--- src/rtl/block_warp_looper.sv ---
// Expands one accepted block offset into its warps, issued in order; counts in-order retirements.
// Latency: src ack -> first dst_rdy 1 cycle; wdone_dval -> blkdone_dval 1 cycle (registered pulse).
// Backpressure: dst_ack low holds the current warp stable; src_ack only in IDLE, so one bubble per block.
module block_warp_looper #(
  parameter  int WBW      = 16,
  parameter  int VDIM     = 2,
  parameter  int MAX_WARP = 16,
  localparam int CW       = $clog2(MAX_WARP + 1)
) (
  input  logic           i_clk,
  input  logic           i_rst_n,
  input  logic           src_rdy,
  output logic           src_ack,
  input  logic [WBW-1:0] i_bofs [VDIM],
  input  logic [CW-1:0]  i_warp_cnt,
  output logic           dst_rdy,
  input  logic           dst_ack,
  output logic [WBW-1:0] o_bofs [VDIM],
  output logic [CW-1:0]  o_warp_id,
  output logic           o_islast,
  input  logic           wdone_dval,
  output logic           blkdone_dval
);

  localparam logic [0:0] IDLE  = 1'b0;
  localparam logic [0:0] ISSUE = 1'b1;

  logic [0:0]     state_q, state_d;
  logic [WBW-1:0] bofs_q [VDIM];
  logic [WBW-1:0] bofs_d [VDIM];
  logic [CW-1:0]  wid_q, wid_d;
  logic [CW-1:0]  done_q, done_d;
  logic           blkdone_q, blkdone_d;
  logic [CW-1:0]  last_id;

  // Warp count is static for the life of a block, so the last index is a simple decrement.
  assign last_id  = i_warp_cnt - CW'(1);
  assign o_islast = (wid_q == last_id);
  assign src_ack  = (state_q == IDLE) && src_rdy;
  assign dst_rdy  = (state_q == ISSUE);
  assign o_bofs   = bofs_q;
  assign o_warp_id    = wid_q;
  assign blkdone_dval = blkdone_q;

  // Issue FSM: accept a block in IDLE, then walk warp ids until the last one is taken.
  always_comb begin
    state_d = state_q;
    bofs_d  = bofs_q;
    wid_d   = wid_q;
    case (state_q)
      IDLE: begin
        if (src_rdy) begin
          bofs_d  = i_bofs;
          wid_d   = '0;
          state_d = ISSUE;
        end
      end
      default: begin
        if (dst_ack) begin
          if (o_islast) begin
            state_d = IDLE;
          end else begin
            wid_d = wid_q + CW'(1);
          end
        end
      end
    endcase
  end

  // Retirement counter runs independently of issue; completions may lag by whole blocks.
  always_comb begin
    done_d    = done_q;
    blkdone_d = 1'b0;
    if (wdone_dval) begin
      if (done_q == last_id) begin
        done_d    = '0;
        blkdone_d = 1'b1;
      end else begin
        done_d = done_q + CW'(1);
      end
    end
  end

  // State registers; reset drops any in-flight block and pending completions.
  always_ff @(posedge i_clk or negedge i_rst_n) begin
    if (!i_rst_n) begin
      state_q   <= IDLE;
      bofs_q    <= '{default: '0};
      wid_q     <= '0;
      done_q    <= '0;
      blkdone_q <= 1'b0;
    end else begin
      state_q   <= state_d;
      bofs_q    <= bofs_d;
      wid_q     <= wid_d;
      done_q    <= done_d;
      blkdone_q <= blkdone_d;
    end
  end

endmodule

--- config.mk ---
export PLATFORM = sky130hd
export DESIGN_NAME = block_warp_looper
export DESIGN_NICKNAME = d
export VERILOG_FILES = /design/src/rtl/block_warp_looper.sv
export SDC_FILE = /design/constraint.sdc
export NUM_CORES = 1
export LEC_CHECK = 0
export CORE_MARGIN = 10
export CORE_UTILIZATION = 39
export CTS_BUF_LIST = sky130_fd_sc_hd__clkbuf_8 sky130_fd_sc_hd__clkbuf_16
export DETAILED_ROUTE_END_ITERATION = 10
export GPL_TIMING_DRIVEN = 0
export PLACE_DENSITY_LB_ADDON = 0.1
export SLEW_MARGIN = 20
export SYNTH_ARGS = -nofsm -noshare
export SYNTH_HDL_FRONTEND = slang
export SYNTH_SLANG_ARGS = --single-unit
--- constraint.sdc ---
create_clock -name i_clk -period 1.7 [get_ports i_clk]
set_input_delay 0.34 -clock i_clk [delete_from_list [all_inputs] [get_ports i_clk]]
set_output_delay 0.34 -clock i_clk [all_outputs]
set_load 0.03 [all_outputs]
==> flow_metrics.tcl <==
set metrics [dict create \
    hpwl_mm 4.08 \
    via_per_inst 4.60 \
    r2r-end "o_warp_id[2]" \
    drive_above_1_share 0.135 \
    crit_arrival_ns 1.49 \
    ys_seq_area_frac 0.543 \
    holdWs_ns 0.472 \
    finalCritPeriodShare 1.08 \
    yosys.area_share.simple 0.283 \
    tightestPinTransition_ns 0.437 \
    synth_top_family_by_area "simple AND/OR/NAND/NOR gates" \
    grt_pass1_wl_mm 9.11 \
    syn-num-nets 267 \
    ant_nets 0 \
    fill_cells 437 \
    synth_cell_types 34 \
    hold_violations 0 \
    crit_fanout 6 \
    insertion_delay_ns 0.30 \
    worst_slack_ns -0.131 \
    fin_skew_ns 0.00836 \
    start_kind "register" \
    finalWorstPathRequiredPeriod_ns 1.83 \
    grt_max_degree 31 \
    cts_tree "built" \
    busiest_layer "met2" \
    antenna_cells 0 \
    p_per_area_mw_per_mm2 1700 \
    use_met2 0.214 \
    rsz0062_at_grt "true" \
    firstDrtPassIters 4 \
    max_stage_delay_ns 0.46 \
    ys_ff_latch 44 \
    num_rows 26 \
    cp-end-kind "output pin" \
    synth_async_sr_flop_share 1.00 \
    holdPathStages 2 \
    muxShareOfSynthArea 0.00988 \
    status "finished with violations" \
    post-synth-top-count-cell "nand2_1" \
    clk_pin_slew_ns 0.08 \
    drtIter0Drc 42 \
    cts-root-buf "clkbuf_8" \
    met3_usage 0.0546 \
    syn_inst 222 \
    yosys.area.top_type "dfrtp_1" \
    fmax_mhz 546 \
    io_pins 83 \
    crit_slowest_cell "dfrtp_1" \
    remaining_drc_errors 0 \
    numCtsBuffers 5 \
    leakage_nw 1.87 \
    violations "negative setup slack" \
    ys_warn_count 0 \
    die_h_um 92.1 \
    routed_wl_mm 5.54 \
    nets 371 \
    finalSetupViolCount 2 \
    path_class "register to output pin" \
    via_count 1823 \
    netlist.area_leader.share 0.543 \
    r2r_cells 7 \
    clock_path_buffers 2 \
    slew_headroom 0.709 \
    min_to "o_bofs[31]" \
    required_ns 1.36 \
    path_cells "xnor2_1 -> nor2_1 -> and4_4 -> buf_6 -> buf_6" \
    hold_start "o_bofs[31]" \
    yosys.area_share.adder 0.0185 \
    h-tree-depth 2 \
    synth_flop_cell "dfrtp_1" \
    syn_area_per_cell_sq_um 9.13 \
    hold_class "register to register" \
    crit_top_cell "buf_6" \
    power_mw 5.69 \
    synth_area_sq_mm 0.00203 \
    grt_util_all_layers 0.132 \
    globalplace.congestion 0.757 \
    die_area_sq_mm 0.00848 \
    synth_xor_area_frac 0.0735 \
    port-buffer-count 82 \
    grt_use_met1 0.152 \
    die_w_um 92.1 \
    grt_pass1_vias 1919 \
    area_growth_pct 65.1 \
    grt_overflow 0 \
    finalMaxSlewViolations 0 \
    core_sq_mm 0.00507 \
    antenna_found_initial 0 \
    synth.area.top_cells "dfrtp_1, nand2_1, xnor2_1" \
    r2r_slack_ns -0.05 \
    final_util 0.660 \
    synth_edf_count 0 \
    clock-sinks 44 \
    cap_violations 0 \
    synth_compound_area_frac 0.0414 \
    drt-wirelength-per-cell_um 14.0 \
    start_util 0.399 \
    r2r_start "o_warp_id[1]" \
    vdd_drop_max_uv 923 \
    synth_common_cells "nand2_1, dfrtp_1, clkbuf_1" \
]
timing repair:
item                                   CTS  global route
endpoints found under the hold margin   14             0
hold buffers                             1             0
pin swaps                                9             9
setup buffers                           11             4
gates resized for setup                 48            36
gates cloned                             0             0
setup endpoints to repair               19            34
registers in the layout, indices dropped and copies added (netlist names):
signal	count
dst_rdy	1
done_q	5
o_warp_id	5
blkdone_dval	1
o_bofs	32
cell type report:
type / count / area, sq um / share of cell area
tap: 70 / 87.6 / 0.0262
buffer: 9 / 70.1 / 0.0209
sequential: 44 / 1100 / 0.330
clock inverter: 2 / 60.1 / 0.0179
clock buffer: 5 / 68.8 / 0.0206
inverter: 6 / 30.0 / 0.00897
timing repair buffer: 98 / 1010 / 0.302
multi-input combinational: 162 / 915 / 0.273
worst max-delay path by stage:
stage | start | endpoint | depth (start not counted)
floorplan | i_warp_cnt[2] | o_warp_id[2] | 5
global placement | i_warp_cnt[0] | o_islast | 8
detailed placement | i_warp_cnt[0] | o_islast | 8
CTS | o_warp_id[3] | o_islast | 4
global route | i_warp_cnt[0] | o_islast | 8
finish | o_warp_id[1] | o_islast | 5
where the power goes:
group / total, mW / switching, mW / leakage (nW) / internal, mW
registers: 1.85 / 0.316 / 0.540 / 1.54
clock network: 0.925 / 0.347 / 0.0642 / 0.578
logic: 2.91 / 1.67 / 1.26 / 1.24
critical path, delay by kind of cell (launching register included):
| kind | cells | cell delay [ns] |
|---|---|---|
| flip-flops | 1 | 0.46 |
| XOR/XNOR | 1 | 0.16 |
| buffers and inverters | 2 | 0.23 |
| AND/OR/NAND/NOR | 2 | 0.35 |
stage by stage:
stage	std cells	worst slack, ns	setup TNS (ns)	area [sq um]
after floorplan	222	-0.0571	-0.106	2060
after global placement	374	-1.35	-59.03	2970
after detailed placement	375	-1.36	-14.34	2980
after CTS	394	-0.174	-0.211	3260
after global routing	396	-0.177	-0.401	3350
final	396	-0.131	-0.236	3350
cells by family after synthesis:
logic type,Yosys count
and+or+nand+nor,131
DFF,44
buffers and inverters,16
AOI/OAI and AO/OA,13
xor gates and xnor gates,13
adders and majority gates,3
muxes,2
layer usage:
metal | vias up | wire length (um)
met5 | - | 0
met4 | 0 | 78
met3 | 7 | 402
met2 | 46 | 2800
met1 | 853 | 2260
li1 | 917 | -
cells in the final DEF, fill, tap and decap left out, types with 2 or more instances in the layout:
cell type,n
a21oi_1,3
buf_4,15
buf_6,5
bufinv_16,2
clkbuf_1,6
clkbuf_8,5
clkdlybuf4s50_1,44
dfrtp_1,42
dfrtp_2,2
dlygate4sd2_1,6
dlymetal6s2s_1,25
ha_1,2
inv_1,3
mux2i_1,2
nand2_1,102
nand2b_4,2
nand3_1,5
nand4_1,2
nor2_1,6
nor3b_1,3
o211ai_1,3
o22ai_1,2
o31ai_1,2
xnor2_1,6
xnor3_1,2
xor2_1,4
Note: power is estimated with default switching activity, not from simulation.
